===== src/rtl/control_sequencer.sv =====
// Hardwired control sequencer: steps T0-T7 fetch/decode/execute, producing
// datapath strobes, an ALU opcode and sticky status flags.
module control_sequencer #(
  parameter int unsigned OPW      = 5,
  parameter int unsigned WAIT_MAX = 15,
  parameter int unsigned CNT_W    = 16
) (
  input  logic             clk,
  input  logic             clr,
  input  logic             run,
  input  logic [31:0]      ir,
  input  logic             mem_ready,
  output logic             PCout,
  output logic             Zlowout,
  output logic             Zhighout,
  output logic             MDRout,
  output logic             HIout,
  output logic             LOout,
  output logic             Rout,
  output logic             MARIn,
  output logic             PCIn,
  output logic             MDRIn,
  output logic             IRIn,
  output logic             YIn,
  output logic             ZIn,
  output logic             IncPC,
  output logic             HiIn,
  output logic             LoIn,
  output logic             RIn,
  output logic             Gra,
  output logic             Grb,
  output logic             Grc,
  output logic             read,
  output logic             write,
  output logic [2:0]       alu_op,
  output logic [3:0]       t_step,
  output logic             halted,
  output logic             illegal,
  output logic             bus_err,
  output logic [CNT_W-1:0] instr_count
);

  // State codes equal the t_step value so the step output is the state itself.
  localparam logic [3:0] S_T0   = 4'd0;
  localparam logic [3:0] S_T1   = 4'd1;
  localparam logic [3:0] S_T2   = 4'd2;
  localparam logic [3:0] S_T3   = 4'd3;
  localparam logic [3:0] S_T4   = 4'd4;
  localparam logic [3:0] S_T5   = 4'd5;
  localparam logic [3:0] S_T6   = 4'd6;
  localparam logic [3:0] S_T7   = 4'd7;
  localparam logic [3:0] S_IDLE = 4'd8;
  localparam logic [3:0] S_HALT = 4'd9;

  localparam logic [OPW-1:0] OP_ADD  = OPW'(5'b00011);
  localparam logic [OPW-1:0] OP_SUB  = OPW'(5'b00100);
  localparam logic [OPW-1:0] OP_AND  = OPW'(5'b00101);
  localparam logic [OPW-1:0] OP_OR   = OPW'(5'b00110);
  localparam logic [OPW-1:0] OP_MUL  = OPW'(5'b01110);
  localparam logic [OPW-1:0] OP_DIV  = OPW'(5'b01111);
  localparam logic [OPW-1:0] OP_MFHI = OPW'(5'b11000);
  localparam logic [OPW-1:0] OP_MFLO = OPW'(5'b11001);
  localparam logic [OPW-1:0] OP_NOP  = OPW'(5'b11010);
  localparam logic [OPW-1:0] OP_HALT = OPW'(5'b11011);

  localparam int unsigned WW = $clog2(WAIT_MAX + 2);
  localparam logic [WW-1:0] WAIT_LIM = WW'(WAIT_MAX);

  logic [3:0]     state, state_nx;
  logic [OPW-1:0] op_q;
  logic [OPW-1:0] opcode, cur_op;
  logic [WW-1:0]  wait_cnt;
  logic           is_alu, is_md, is_move, is_halt, eoi, wait_expired;
  logic           unused_ir;

  assign opcode    = ir[31 -: OPW];
  assign unused_ir = ^ir;
  // T4 decodes the live ir; later steps use the opcode captured at end of T4.
  assign cur_op    = (state == S_T4) ? opcode : op_q;
  assign is_alu    = (cur_op == OP_ADD) || (cur_op == OP_SUB) ||
                     (cur_op == OP_AND) || (cur_op == OP_OR);
  assign is_md     = (cur_op == OP_MUL) || (cur_op == OP_DIV);
  assign is_move   = (cur_op == OP_MFHI) || (cur_op == OP_MFLO) || (cur_op == OP_NOP);
  assign is_halt   = (cur_op == OP_HALT);
  assign t_step    = state;

  // mem_ready handshake: read/MDRIn are held in T2 until mem_ready=1 is seen
  // at a rising edge; that edge moves to T3. A bounded wait ends in bus error.
  assign wait_expired = (state == S_T2) && !mem_ready && (wait_cnt == WAIT_LIM);

  always_comb begin
    state_nx = state;
    eoi      = 1'b0;
    case (state)
      S_IDLE: if (run) state_nx = S_T0;
      S_T0:   state_nx = S_T1;
      S_T1:   state_nx = S_T2;
      S_T2: begin
        if (mem_ready)         state_nx = S_T3;
        else if (wait_expired) state_nx = S_HALT;
      end
      S_T3:   state_nx = S_T4;
      S_T4: begin
        if (is_alu || is_md) state_nx = S_T5;
        else if (is_move)    eoi = 1'b1;
        else                 state_nx = S_HALT;
      end
      S_T5:   state_nx = S_T6;
      S_T6: begin
        if (is_md) state_nx = S_T7;
        else       eoi = 1'b1;
      end
      S_T7:   eoi = 1'b1;
      S_HALT: state_nx = S_HALT;
      default: state_nx = S_IDLE;
    endcase
    if (eoi) state_nx = run ? S_T0 : S_IDLE;
  end

  always_ff @(posedge clk) begin
    if (clr) begin
      state       <= S_IDLE;
      op_q        <= '0;
      wait_cnt    <= '0;
      halted      <= 1'b0;
      illegal     <= 1'b0;
      bus_err     <= 1'b0;
      instr_count <= '0;
    end else begin
      state <= state_nx;
      if (state == S_T2 && !mem_ready && !wait_expired) wait_cnt <= wait_cnt + WW'(1);
      if (state == S_T3) wait_cnt <= '0;
      if (state == S_T4) op_q <= opcode;
      if (eoi) instr_count <= instr_count + CNT_W'(1);
      if (wait_expired) begin
        bus_err <= 1'b1;
        halted  <= 1'b1;
      end
      if (state == S_T4 && !is_alu && !is_md && !is_move) begin
        halted <= 1'b1;
        if (!is_halt) illegal <= 1'b1;
      end
    end
  end

  always_comb begin
    {PCout, Zlowout, Zhighout, MDRout, HIout, LOout, Rout, MARIn, PCIn, MDRIn,
     IRIn, YIn, ZIn, IncPC, HiIn, LoIn, RIn, Gra, Grb, Grc, read, write} = '0;
    alu_op = 3'b000;
    case (state)
      S_T0: begin PCout = 1'b1; MARIn = 1'b1; IncPC = 1'b1; ZIn = 1'b1; end
      S_T1: begin Zlowout = 1'b1; PCIn = 1'b1; end
      S_T2: begin read = 1'b1; MDRIn = 1'b1; end
      S_T3: begin MDRout = 1'b1; IRIn = 1'b1; end
      S_T4: begin
        if (is_alu) begin Grb = 1'b1; Rout = 1'b1; YIn = 1'b1; end
        if (is_md)  begin Gra = 1'b1; Rout = 1'b1; YIn = 1'b1; end
        if (cur_op == OP_MFHI) begin Gra = 1'b1; RIn = 1'b1; HIout = 1'b1; end
        if (cur_op == OP_MFLO) begin Gra = 1'b1; RIn = 1'b1; LOout = 1'b1; end
      end
      S_T5: begin
        Rout = 1'b1;
        ZIn  = 1'b1;
        if (is_md) Grb = 1'b1;
        else       Grc = 1'b1;
        case (cur_op)
          OP_ADD:  alu_op = 3'b001;
          OP_SUB:  alu_op = 3'b010;
          OP_AND:  alu_op = 3'b011;
          OP_OR:   alu_op = 3'b100;
          OP_MUL:  alu_op = 3'b101;
          OP_DIV:  alu_op = 3'b110;
          default: alu_op = 3'b000;
        endcase
      end
      S_T6: begin
        Zlowout = 1'b1;
        if (is_md) LoIn = 1'b1;
        else begin Gra = 1'b1; RIn = 1'b1; end
      end
      S_T7: begin Zhighout = 1'b1; HiIn = 1'b1; end
      default: ;
    endcase
  end

endmodule


===== config.mk =====
export PLATFORM = sky130hd
export DESIGN_NAME = control_sequencer
export DESIGN_NICKNAME = d
export VERILOG_FILES = /design/src/rtl/control_sequencer.sv
export SDC_FILE = /design/constraint.sdc
export NUM_CORES = 1
export LEC_CHECK = 0
export ABC_AREA = 1
export CAP_MARGIN = 15
export CORE_MARGIN = 10
export CORE_UTILIZATION = 44
export CTS_CLUSTER_DIAMETER = 40
export DETAILED_ROUTE_END_ITERATION = 16
export PLACE_DENSITY = 0.81
export SLEW_MARGIN = 15
export SYNTH_ARGS = -nofsm -noshare
export SYNTH_HDL_FRONTEND = slang
export SYNTH_SLANG_ARGS = --single-unit

===== constraint.sdc =====
create_clock -name clk -period 2.46 [get_ports clk]
set_input_delay 0.246 -clock clk [delete_from_list [all_inputs] [get_ports clk]]
set_output_delay 0.246 -clock clk [all_outputs]
set_load 0.01 [all_outputs]

# Word level (Yosys, flattened, before mapping)
# Index checks and enable logic that the tools add are counted.
# op_classes
n_addsub,2
bitwise_logic,1
n_reduce_logical,25
eq_ne,25
muxes,42
# op_table
op,count
$pmux W4 S10,1
$mux W4,8
$mux W1,25
$eq A5 B5 Y1 const B,4
$pmux W3 S6,1
$add A16 B1 Y16 const B,1
$eq A4 B3 Y1 const B,4
$eq A5 B3 Y1 const B,3
$eq A5 B4 Y1 const B,3
$eq A4 B2 Y1 const B,2
$eq A4 B4 Y1 const B,2
$pmux W1 S2,4
$logic_or A1 B1 Y1,7
$logic_and A1 B1 Y1,6
$ne A3 B3 Y1 const B,2
$reduce_or A2 Y1,3
$add A5 B1 Y5 const B,1
$eq A5 B2 Y1 const B,1
$logic_not A1 Y1,5
$mux W5,1
$reduce_and A5 Y1,1
$eq A4 B1 Y1 const B,1
$logic_not A4 Y1,1
$ne A4 B3 Y1 const B,1
other kinds (7),7
# word_totals
output_inout_bits,48
wordCells,102
input_bits,36
register_bits,33

# Depth between registers and ports, before layout
# Gate-level depths: netlist of run 1.
# depth
ltp_word,11
ltp_mapped,13
depth_no_buf,13

# Worst setup path after synthesis of run 1
# OpenSTA, ideal clock, no wires.
# synth_path
path_kind,register to register
from,register state[2] (netlist: t_step[2])
to,register state[3] (netlist: t_step[3])
path_stages_with_launch,13
arrival_ps,1694
setup_time_ps,123
t_required_ps,2337
path_slack_ps,643
path_buffers,1
cell_sequence,dfxtp_1 inv_2 nor2_4 nand2_4 nand2_1 nand2_2 nor2_4 nand2_4 nand2_8 nand3_4 buf_6 a21oi_1 nand3_1
# synth_between
elab_chain_len,11
word_cells_on_any_way,42
classes_between,eq/ne: 23; mux: 8; reduce/logical: 11
# synth_lines
item,line,source
from (decl),69,"logic [3:0] state, state_nx;"
from (signal assigned),130,state <= state_nx;
$eq A4 B3 Y1,"79, 94",
$mux W5,--,
$eq A5 B2 Y1 / $eq A5 B3 Y1 (equally long branches),80,assign is_alu = (cur_op == OP_ADD) || (cur_op == OP_SUB) ||
$logic_or A1 B1 Y1 (2 in a row),80,
$logic_or A1 B1 Y1,81,(cur_op == OP_AND) || (cur_op == OP_OR);
$logic_or A1 B1 Y1,104,if (is_alu || is_md) state_nx = S_T5;
$mux W1,104,
$pmux W1 S3,94,case (state)
"$ne A4 B3 Y1 (no line), or another cell as far along",--,
$reduce_and A5 Y1 (no line),--,
# Parallel ways exist; a longest one is shown, timed or not.
# A chain may end at the register's enable or synchronous reset.

# Final worst setup path of run 1
# layout_path
from,register state[0] (netlist: t_step[0])
to,output port YIn
# layout_between
elab_chain_len,9
word_cells_on_any_way,15
classes_between,eq/ne: 7; mux: 4; reduce/logical: 4
# layout_lines
item,line,source
$eq A4 B3 Y1 *,"79, 150",
$mux W5,--,
$eq A5 B2 Y1 / $eq A5 B3 Y1 (equally long branches),80,
$logic_or A1 B1 Y1 (2 in a row),80,
$logic_or A1 B1 Y1,81,
$mux W1,156,if (is_alu) begin Grb = 1'b1; Rout = 1'b1; YIn = 1'b1; end
$mux W1,157,if (is_md) begin Gra = 1'b1; Rout = 1'b1; YIn = 1'b1; end
$mux W1 *,150,case (state)
to (decl),24,"output logic YIn,"
# Mark *: on every way between the ends. The rest lies on a longest branch, timed or not.

==> key figures, run 1 <==
Status
  – Status: finished clean

Pwr
  – Worst VDD drop: 0.000328 V
  – Total Power: 0.00109 W
  – Clock network fraction of total power: 0.369
  – Sequential power share: 0.502
  – Leakage: 1.32 nW
  – Switching power: 0.000286 W
  – PwrDens: 377 nW/um^2
  – Comb pwr share: 0.129
  – Int Pwr: 0.000805 W
  – Sw frac: 0.262

STA
  – Final clock skew: 7.06 ps
  – Setup violators final: 0
  – Setup TNS: 0 ps
  – Minimum clock period: 2320 ps
  – Period Utilization, post-route: 0.943
  – Relative slew slack: 0.634
  – Slew Limit Fails: 0
  – Fmax: 431 MHz
  – Slew @ Worst Pin: 544 ps
  – Final hold vios: 0
  – WHS: 451 ps

Routing
  – Final WL: 5.87 mm
  – Via count: 2232
  – Post-route ant nets: 0
  – DRT Pass-1 Iters: 4
  – DR DRC count: 0
  – WL/cell: 13.3 um
  – Post-DR vias/cell: 5.05
  – DR iter-0 viols: 109

Synth
  – Leading area contributor after synthesis: dfxtp_1
  – FFs w/ async S/R, synth: 0
  – Synthesized area: 2110 sq um
  – Synth Register Bits: 33
  – Post-synth top cells: nand2_1 (70), nor2_1 (50), inv_1 (47)
  – Synth area leaders: dfxtp_1 (31%), nand2_1 (12%), nor2_1 (8.9%)
  – Seq/Total Area, Yosys: 0.312
  – Post-synth EDFFs: 0
  – Count leader, synth: nand2_1
  – Dominant synthesized flop cell: dfxtp_1
  – Synth unique cells: 35
  – Syn_area_per_cell: 6.61 sq um
  – Syn nets: 359
  – Synthesis warning total: 0
  – Post-synth top area share: 0.312
  – Mapped Cells: 320

Clock tree
  – CTS tree: built
  – Clock buffer depth: 2
  – Clock sinks: 33
  – Clk Latency, worst-skew pair: 290 ps
  – CTS buffer count: 5
  – Clk root buf: clkbuf_8
  – H-tree depth: 2
  – Clk slew on worst S/H paths: 70 ps

Critical path
  – Setup crit end kind: output port
  – Critical path required time: 2210 ps
  – Crit path launch type: flop
  – Crit Path Class: flop to output port
  – Largest stage delay on the critical path: 360 ps
  – Data arrival, critical path: 2070 ps
  – Crit-path max FO: 5
  – Cells along the critical path: nor2_4 > buf_4 > nand3_1 > nand2_1 > nand2_1 > inv_2 > nand3_2 > nand3_1 > nand2_1 > inv_1 > clkdlybuf4s15_1
  – Crit-path slowest cell: dfxtp_2
  – Cell repeated most along the worst path: nand2_1

Layout
  – Fin area: 2890 sq um
  – Filler instances: 413
  – Area Growth Syn to Fin: 36.7%
  – Layout Nets: 426
  – Share of cells above drive strength 1: 0.144
  – Non-Filler Instances: 442
  – ANT cells: 0

Floorplanning
  – Die W: 89.3 um
  – # rows: 25
  – Top Ports: 84
  – Full die area: 7980 sq um
  – Initial Utilization: 0.451
  – CORE AREA: 4690 sq um
  – Die Y: 89.3 um

Global routing
  – All-Layer GR Usage: 0.150
  – Initial antenna violation count: 0
  – First-pass GRT wire length: 9.60 mm
  – Largest net degree at the start of global routing: 29
  – Vias in the first global route: 2172
  – Congestion Overflow GR: 0

Place
  – Placed cell area: 2700 sq um
  – Port Buffers: 55
  – Placer Congestion: 0.962
  – Detailed Place HPWL: 4.34 mm
  – # placed instances: 424

Run
  – Number of max-cap violations: 0

Hold path
  – Worst hold path type: flop to flop
registers in the layout, summed over array words and instances (netlist names):
register / count
halted: 1
bus_err: 1
t_step: 4
op_q: 5
instr_count: 16
wait_cnt: 5
illegal: 1
worst max-delay path, delay by kind of cell, from the launching register on:
family	cells	cell delay, ps
and+or+nand+nor	7	880
buffers and inverters	4	550
DFF	1	360
area by class of cell:
type,instances,area [sq um],area share
timing repair buffer,70,673,0.233
inverter,48,180,0.0623
clock buffer,5,68.8,0.0238
tap,54,67.6,0.0234
multi-input combinational,229,1220,0.422
clock inverter,3,17.5,0.00606
sequential,33,664,0.230
logic make-up after synthesis:
kind of cell,synth area share
AND/OR/NAND/NOR,0.424
buffers and inverters,0.122
AO/OA/AOI/OAI,0.101
flip-flops,0.312
XOR/XNOR,0.0207
adder cells (fa/ha/maj),0.0178
other,0.00177
power groups by stage:
stage | clock, W | combinational (W) | sequential, W
finish | 0.000402 | 0.000141 | 0.000548
floorplan | 0 | 0.0000688 | 0.000560
CTS | 0.000415 | 0.000134 | 0.000547
global route | 0.000435 | 0.000153 | 0.000548
global placement | 0 | 0.000122 | 0.000558
detailed placement | 0 | 0.000123 | 0.000559
timing repair:
| action | CTS | global route |
|---|---|---|
| buffers inserted | 4 | 5 |
| resized for setup | 15 | 9 |
| pin swaps | 4 | 4 |
| hold buffers | 0 | 0 |
| endpoints found under the setup margin | 11 | 10 |
| cloned | 1 | 0 |
placed cells by master (no fill, tap or decap), types with 2 or more instances in the layout:
cell type | synthesis | final
nand2_1 | 70 | 70
nand3_1 | 22 | 20
nand3_2 | 3 | 5
nand2_2 | 5 | 6
dfxtp_2 | 0 | 3
nor2_1 | 50 | 49
a211oi_1 | 2 | 2
clkbuf_8 | 0 | 5
dlygate4sd2_1 | 0 | 7
dfxtp_1 | 33 | 30
clkdlybuf4s50_1 | 0 | 43
a31oi_1 | 2 | 2
buf_4 | 6 | 13
o211ai_1 | 2 | 2
dlymetal6s2s_1 | 0 | 3
inv_1 | 47 | 46
o21ai_0 | 5 | 5
nand4_1 | 10 | 10
xor2_1 | 4 | 4
ha_1 | 3 | 3
inv_2 | 1 | 2
clkinv_2 | 0 | 2
nand2_4 | 3 | 3
nor2_4 | 5 | 5
nor3_1 | 6 | 5
a21oi_1 | 23 | 23
path summary, 6_finish.rpt:
check             cells after the start                     end                   start  slack (ps)
hold / removal                        2    bus_err$_SDFFE_PP0P_    bus_err$_SDFFE_PP0P_         450
setup / recovery                     11                     YIn  t_step[0]$_SDFFE_PP0P_         140
hold reg to reg                       2    bus_err$_SDFFE_PP0P_    bus_err$_SDFFE_PP0P_         450
setup reg to reg                     11  t_step[1]$_SDFFE_PP0P_  t_step[0]$_SDFFE_PP0P_         310
metrics by stage:
stage,worst slack (ps),util
floorplan,643,-
global placement,126,0.575
detailed placement,78.7,0.575
CTS,-109,0.605
global route,-13.9,0.616
finish,139,0.616
metal layers:
metal	wire [um]	vias up	GRT usage
met2	2890	60	0.266
met1	2490	1010	0.158
li1	-	1155	-
met5	0	-	0
met3	433	7	0.0492
met4	65	0	0.0621
No activity file was read; power rests on OpenSTA's default activity.
==> run 2, diff against run 1 <==
--- a/config.mk
+++ b/config.mk
@@ -11,7 +11,9 @@
 export CORE_UTILIZATION = 44
 export CTS_CLUSTER_DIAMETER = 40
 export DETAILED_ROUTE_END_ITERATION = 16
+export GPL_TIMING_DRIVEN = 0
 export PLACE_DENSITY = 0.81
+export RECOVER_POWER = 100
 export SLEW_MARGIN = 15
 export SYNTH_ARGS = -nofsm -noshare
 export SYNTH_HDL_FRONTEND = slang
==> key figures, run 2 (same netlist as run 1, synthesis figures left out) <==
Routing
  – Via count: 2359
  – Post-route ant nets: 0
  – Post-DR vias/cell: 5.29
  – DR iter-0 viols: 129
  – WL/cell: 14.1 um
  – DR DRC count: 0
  – Final WL: 6.30 mm
  – DRT Pass-1 Iters: 4

STA
  – Period Utilization, post-route: 0.977
  – Setup TNS: 0 ps
  – Final clock skew: 8.91 ps
  – Relative slew slack: 0.632
  – Minimum clock period: 2400 ps
  – Fmax: 416 MHz
  – Setup violators final: 0
  – Final hold vios: 0
  – Slew @ Worst Pin: 546 ps
  – Slew Limit Fails: 0
  – Setup ws final: 57.4 ps

Place
  – # placed instances: 428
  – Placer Congestion: 0.937
  – Port Buffers: 54
  – Dpl ws: -83.8 ps
  – Detailed Place HPWL: 4.58 mm

Clock tree
  – Clock buffer depth: 2
  – CTS buffer count: 5
  – CTS tree: built
  – H-tree depth: 2
  – Clock sinks: 33
  – Clk Latency, worst-skew pair: 290 ps
  – Clk root buf: clkbuf_8
  – Clk slew on worst S/H paths: 70 ps

Layout
  – Filler instances: 414
  – Most frequent cells in the layout: nand2_1 (66), nor2_1 (47), inv_1 (46)
  – Regs by FF count: instr_count: 16 flops, op_q: 5 flops, wait_cnt: 5 flops
  – Storage cell area: 668 sq um
  – Most common cell after layout, fill and taps aside: nand2_1
  – ANT cells: 0
  – Biggest register: instr_count
  – Non-Filler Instances: 446
  – Share of cells above drive strength 1: 0.161
  – Layout Nets: 430
  – Max reg flops: 16
  – Fin util: 0.630
  – Area of the multi-input gates: 1240 sq um
  – Area Growth Syn to Fin: 39.8%

Global routing
  – Largest net degree at the start of global routing: 11
  – Vias in the first global route: 2303
  – Initial antenna violation count: 0
  – Congestion Overflow GR: 0
  – First-pass GRT wire length: 10.1 mm
  – All-Layer GR Usage: 0.157

Floorplanning
  – Top Ports: 84
  – Die Y: 89.3 um
  – Full die area: 7980 sq um
  – Initial Utilization: 0.451
  – # rows: 25
  – Die W: 89.3 um
  – CORE AREA: 4690 sq um

Critical path
  – Crit path launch: t_step[2]$_SDFFE_PP0P_
  – Crit Path Class: flop to output port
  – Data arrival, critical path: 2160 ps
  – Critical path required time: 2210 ps
  – Crit-path max FO: 7
  – Setup crit end kind: output port
  – Crit path launch type: flop
  – Reg-to-Reg Start: t_step[2]$_SDFFE_PP0P_

Pwr
  – Worst VDD drop: 0.000533 V
  – Leakage: 1.33 nW
  – PwrDens: 416 nW/um^2

Run
  – Number of max-cap violations: 0

Hold path
  – Worst hold path type: primary input to flop
  – Hold Startpoint: clr

Status
  – Status: finished clean
==> run 2: cell count changes in the layout (fill, tap and decap cells not counted), sizes merged <==
cell,change
clkinv,-2
bufinv,+1
clkbuf,+4
clkdlybuf4s50,-1
clkdlybuf4s15,+1
buf,+2
clkinvlp,-1
==> run 2: metrics by stage <==
step | power [W] | cell area, sq um | hold WS, ps
global placement | 0.000687 | 2720 | 439
floorplan | 0.000628 | 2110 | 432
global route | 0.00127 | 2960 | 419
detailed placement | 0.000689 | 2720 | 449
CTS | 0.00123 | 2890 | 372
finish | 0.00123 | 2960 | 371
==> run 2: final cells by class <==
type                    count  share of cell area
multi-input cells         229               0.419
flip-flops and latches     33               0.226
repair buffers             63               0.205
inverters                  48              0.0609
clock buffers               7              0.0292
plain buffers              11              0.0267
well taps                  54              0.0229
clock inverters             1              0.0102
==> run 2: routing by layer <==
metal  global-route usage  wire length, um  up-vias
met1                0.160             2330     1082
met4               0.0679              168        0
met5                    0                0        -
met2                0.279             3180       99
met3               0.0611              628       14
li1                     -                -     1164
==> run 2: what timing repair did <==
item | CTS | global route
setup buffers | 5 | 4
hold buffers | 0 | 0
cloned | 0 | 1
gates resized for setup | 19 | 12
pin swaps | 4 | 7
endpoints found under the setup margin | 12 | 11
==> run 2: worst paths after layout <==
check	slack, ps	cells after the start	to
hold / removal	370	2	instr_count[9]$_SDFFE_PP0P_
setup / recovery	60	11	Rout
hold reg to reg	460	2	bus_err$_SDFFE_PP0P_
setup reg to reg	490	12	t_step[3]$_SDFFE_PP1P_
==> run 2: critical path, stage by stage (launching register included) <==
cell	delay [ps]
dfxtp_4	390
inv_2	60
nor2_4	170
buf_4	170
nand3_1	110
nand2_4	170
nor2_4	60
nand2_4	130
nand3_1	120
nand2_1	140
nand2_1	60
dlygate4sd2_1	280
==> run 2: power by group <==
part / total [W] / internal, W / leakage, nW / switching, W
clock network: 0.000540 / 0.000330 / 0.0585 / 0.000209
logic: 0.000145 / 0.0000707 / 1.00 / 0.0000742
registers: 0.000546 / 0.000539 / 0.268 / 0.00000785
==> run 3, diff against run 2 <==
--- a/config.mk
+++ b/config.mk
@@ -11,7 +11,6 @@
 export CORE_UTILIZATION = 44
 export CTS_CLUSTER_DIAMETER = 40
 export DETAILED_ROUTE_END_ITERATION = 16
-export GPL_TIMING_DRIVEN = 0
 export PLACE_DENSITY = 0.81
 export RECOVER_POWER = 100
 export SLEW_MARGIN = 15
==> key figures, run 3 (same netlist as run 1, synthesis figures left out) <==
Global routing
  – Congestion Overflow GR: 0
  – All-Layer GR Usage: 0.150
  – Largest net degree at the start of global routing: 29
  – Vias in the first global route: 2172
  – First-pass GRT wire length: 9.60 mm
  – Initial antenna violation count: 0

Critical path
  – Family with the most delay on the worst path: simple AND/OR/NAND/NOR gates
  – Data arrival, critical path: 2080 ps
  – Crit path launch: t_step[0]$_SDFFE_PP0P_
  – Setup crit end kind: output port
  – Crit-path max FO: 5
  – Cell repeated most along the worst path: nand2_1
  – Crit-path slowest cell: dfxtp_2
  – Crit path buf inv count: 4
  – Crit Path Class: flop to output port
  – Critical path required time: 2210 ps
  – Reg-to-Reg Start: t_step[0]$_SDFFE_PP0P_
  – Largest stage delay on the critical path: 360 ps
  – Crit path launch type: flop
  – Cells along the critical path: nor2_4 > buf_4 > nand3_1 > nand2_1 > nand2_1 > inv_2 > nand3_2 > nand3_1 > nand2_1 > inv_1 > clkdlybuf4s15_1

Clock tree
  – Clock sinks: 33
  – Clk slew on worst S/H paths: 70 ps
  – Hold buffers post-CTS: 0
  – CTS buffer count: 5
  – H-tree depth: 2
  – CTS tree: built
  – Clock buffer depth: 2
  – Clk root buf: clkbuf_8
  – Clk Latency, worst-skew pair: 290 ps

Layout
  – Biggest register: instr_count
  – Most common cell after layout, fill and taps aside: nand2_1
  – Storage cell area: 664 sq um
  – Share of cells above drive strength 1: 0.139
  – Layout Nets: 426
  – Most frequent cells in the layout: nand2_1 (70), nor2_1 (49), inv_1 (46)
  – Regs by FF count: instr_count: 16 flops, op_q: 5 flops, wait_cnt: 5 flops
  – Max reg flops: 16
  – ANT cells: 0
  – Area Growth Syn to Fin: 35.9%
  – Area of the multi-input gates: 1210 sq um
  – Non-Filler Instances: 442
  – Filler instances: 414

Routing
  – Post-route ant nets: 0
  – DRT Pass-1 Iters: 4
  – Post-DR vias/cell: 5.04
  – DR iter-0 viols: 90
  – Final WL: 5.87 mm
  – WL/cell: 13.3 um
  – DR DRC count: 0
  – Via count: 2226

Place
  – Placer Congestion: 0.962
  – Port Buffers: 55
  – Detailed Place HPWL: 4.34 mm
  – # placed instances: 424
  – Dpl ws: 78.7 ps

STA
  – WHS: 448 ps
  – Slew @ Worst Pin: 555 ps
  – Slew Limit Fails: 0
  – Period Utilization, post-route: 0.947
  – Final clock skew: 6.81 ps
  – Relative slew slack: 0.626
  – Minimum clock period: 2330 ps
  – Final hold vios: 0
  – Setup ws final: 130 ps
  – Fmax: 429 MHz
  – Setup violators final: 0

Floorplanning
  – # rows: 25
  – Initial Utilization: 0.451
  – Full die area: 7980 sq um
  – Die Y: 89.3 um
  – Top Ports: 84
  – Die W: 89.3 um
  – CORE AREA: 4690 sq um

Hold path
  – Hold Startpoint: bus_err$_SDFFE_PP0P_
  – Worst hold path type: flop to flop

Status
  – Status: finished clean

Pwr
  – PwrDens: 378 nW/um^2
  – Worst VDD drop: 0.000329 V
  – Leakage: 1.39 nW

Run
  – Number of max-cap violations: 0
[run 3: cell types whose count changed in the layout (fill, tap and decap cells not counted), sizes merged]
cell	delta
buf	-3
bufinv	-1
clkbuf	-2
clkdlybuf4s15	-1
clkdlybuf4s50	-29
clkinv	+2
clkinvlp	+1
dlygate4sd3	+30
dlymetal6s2s	-1
[run 3: area by class of cell]
class	count	share of cell area
Sequential cell	33	0.231
Clock inverter	3	0.00609
Timing Repair Buffer	70	0.230
Tap cell	54	0.0235
Multi-Input combinational cell	229	0.423
Inverter	48	0.0627
Clock buffer	5	0.0239
[run 3: final timing paths]
| check | end | slack, ps | cells after the start |
|---|---|---|---|
| worst max-delay path | YIn | 130 | 11 |
| worst min-delay path | bus_err$_SDFFE_PP0P_ | 450 | 2 |
| worst max register to register | t_step[1]$_SDFFE_PP0P_ | 310 | 11 |
| worst min register to register | bus_err$_SDFFE_PP0P_ | 450 | 2 |
[run 3: worst register-to-register path: stages, from the launching register on]
cell and delay, ps:
dfxtp_2 360, nor2_4 240, buf_4 160, nand3_1 70, nand2_1 140, nand2_1 140, buf_4 180, nand4_4 130
nand3_4 290, o21ai_0 260, inv_1 60, nor2_1 70
[run 3: stage by stage]
stage               TNS (ps)  cell area (sq um)  total power (W)   util
floorplan                  0               2110         0.000628      -
global placement           0               2700         0.000680  0.575
detailed placement         0               2700         0.000682  0.575
CTS                     -109               2840          0.00110  0.605
global route           -35.8               2870          0.00113  0.613
finish                     0               2870          0.00109  0.613
[run 3: report_power, final]
group | internal [W] | switching [W] | total [W] | leakage (nW)
sequential | 0.000540 | 0.00000756 | 0.000547 | 0.267
clock | 0.000195 | 0.000209 | 0.000404 | 0.0439
combinational | 0.0000660 | 0.0000708 | 0.000137 | 1.08
total | 0.000801 | 0.000287 | 0.00109 | 1.39
[run 3: timing repair]
item | 4_1_cts | 5_1_grt
endpoints found under the setup margin | 11 | 10
resized for setup | 15 | 9
endpoints found under the hold margin | 0 | 0
pin swaps | 4 | 4
gates cloned | 1 | 0
buffers inserted | 4 | 5
[run 3: per-layer routing]
layer  GRT usage  wire length [um]  vias up
met3      0.0492               503        5
met5           0                 0        -
met2       0.266              2890       67
met1       0.158              2420      998
li1            -                 -     1156
met4      0.0621                52        0
==> edit (config.mk and constraints of run 2) <==
One comparison of `wait_cnt` changes from == to >=.
--- a/src/rtl/control_sequencer.sv
+++ b/src/rtl/control_sequencer.sv
@@ -88,3 +88,3 @@
   // at a rising edge; that edge moves to T3. A bounded wait ends in bus error.
-  assign wait_expired = (state == S_T2) && !mem_ready && (wait_cnt == WAIT_LIM);
+  assign wait_expired = (state == S_T2) && !mem_ready && (wait_cnt >= WAIT_LIM);
 
Behaviour: no difference found for any inputs over 10 cycles, from zero or initial values; that may be too few to reach the edited logic, so the function may still have changed.
==> edit against run 2 <==
Power fell by 11%; wire length fell by 8.5%; sequential cell count did not move; cell area fell by 4.7%; worst setup slack got worse by 0.0037 ns; clock skew fell by 0.0023 ns; area after synthesis fell by 2.4%; via count fell by 5.3%.
==> edit: results (changes against run 2) <==
Netlist cell types=31 (-11%); fraction of layout cells with a size suffix above 1=0.1399 (-0.02082); async set-reset flop share out of synthesis=0 (unchanged); number of global-route vias before repair=2120 (-7.9%); synth top area cells=dfxtp_1, nand2_1, nor2_1; worst skew pair latency=0.29 ns (about the same); Max IR drop VDD=338.3 uV (-37%); Overall Global Routing Usage=0.1518 (-0.005432); routability cong.=0.9346 (-0.28%); placed inst area=0.002670 mm2 (-1.9%); clock root buffer=clkbuf_8; CTS Buf Count=5 (unchanged); Port Buffer Count=54 (unchanged); top cell types by occurrence after synthesis=nand2_1, nor2_1, inv_1; Leak=0.001205 uW (-9.4%); Largest regs=instr_count x16, op_q x5, wait_cnt x5; first-pass detailed-route iteration total=5 (+1); Worst-path clk slew=around 0.080 ns; nets=424 (-1.4%); H-tree depth=2 (unchanged); placed wire-length estimate=4486 um (-2.1%); Post-Place Cells=426 (-0.47%); Mapped Nets=359 (unchanged); crit-path max cell delay=0.53 ns (+0.14 ns); clock skew=0.006570 ns (-0.002341 ns); status=completed; largest net degree at the start of global routing=12 (+1); min-delay worst type=input pin to flop; Via density=5.100 (-3.6%); yosys warns=0 (unchanged); initial antenna violation count=0 (unchanged); Crit-path slowest cell=clkdlybuf4s50_1; first-pass GRT wire length=9680 um (-4.1%); Mapped Cells=320 (unchanged); top_reg_cell synth=dfxtp_1; vias post-DR=2234 (-5.3%); Crit Path Max Fanout=7 (unchanged); Worst Max-Slew Pin Slew=0.5336 ns (-0.01227 ns); CTS max path bufs=2 (unchanged); Iteration-0 DRC Markers=143 (+11%); Ant. Diodes=0 (unchanged); wirelength, routed=5761 um (-8.5%); Seq/Total Area, Yosys=0.3200 (+0.007574); crit path DAT=2.16 ns (about the same)
## edit: cell count changes after synthesis, moves of 3 or more
cell     before  now
inv_1        47   42
nand4_1      10    3
nand2_2       5   10
nand3_1      22   28
nand3_2       3    0
nand2_1      70   65
o21ai_0       5   14
## edit: cell families (layout without fill, tap and decap cells)
logic type	after synthesis	in the layout	share of synthesized area
other	1	1	0.001816
adder cells (fa/ha/maj)	3	3	0.01818
AO/OA/AOI/OAI	44	44	0.1151
AND/OR/NAND/NOR	179	179	0.4067
XOR/XNOR	5	5	0.02122
flip-flops	33	33	0.3200
buffers and inverters	55	121	0.1170
## edit: worst paths after layout
| kind | cells past startpoint | slack (ns) | endpoint | from |
|---|---|---|---|---|
| worst max-delay path | 9 | 0.05 | RIn | t_step[0] |
| worst min-delay path | 2 | 0.39 | instr_count[9] | clr |
| worst min register to register | 1 | 0.47 | wait_cnt[3] | wait_cnt[3] |
| worst max register to register | 12 | 0.47 | instr_count[5] | t_step[0] |
## edit: per-layer routing
layer	GRT usage	vias up	wire length, um
met3	0.05607	12	511
met4	0.05286	0	85
li1	-	1140	-
met1	0.1723	1001	2402
met2	0.2565	81	2762
met5	0	-	0
## edit: area by class of cell
type | instances | area, um2
multi-input cells | 232 | 1190
well taps | 52 | 65.06
repair buffers | 58 | 568.0
clock inverters | 3 | 17.52
flip-flops and latches | 33 | 668.1
inverters | 43 | 161.4
plain buffers | 12 | 80.08
clock buffers | 5 | 68.82
fillers | 403 | 1625
## edit: report_power, final
group	switching [uW]	total, uW	internal, uW
logic	70.0	135	64.6
registers	9.72	548	539
clock network	216	412	195
total	296	1090	798
## edit: what timing repair did
action	CTS	global route
gates resized for setup	19	5
pin swaps	2	5
endpoints found under the setup margin	11	6
buffers inserted	2	2
## edit: through the flow
step | total power [uW] | TNS (ns) | setup slack (ns)
after floorplan | 629.8 | 0 | 0.6637
after global placement | 687.6 | -0.02097 | -0.02097
after detailed placement | 690.4 | -0.02223 | -0.02036
after CTS | 1096 | 0 | 0.001192
after global routing | 1141 | -0.07145 | -0.05723
final | 1094 | 0 | 0.05371
## edit: critical path, delay by kind of cell (launching register included)
kind	cells	cell delay (ns)
simple gates	7	0.82
buf+inv	2	0.68
flops	1	0.37
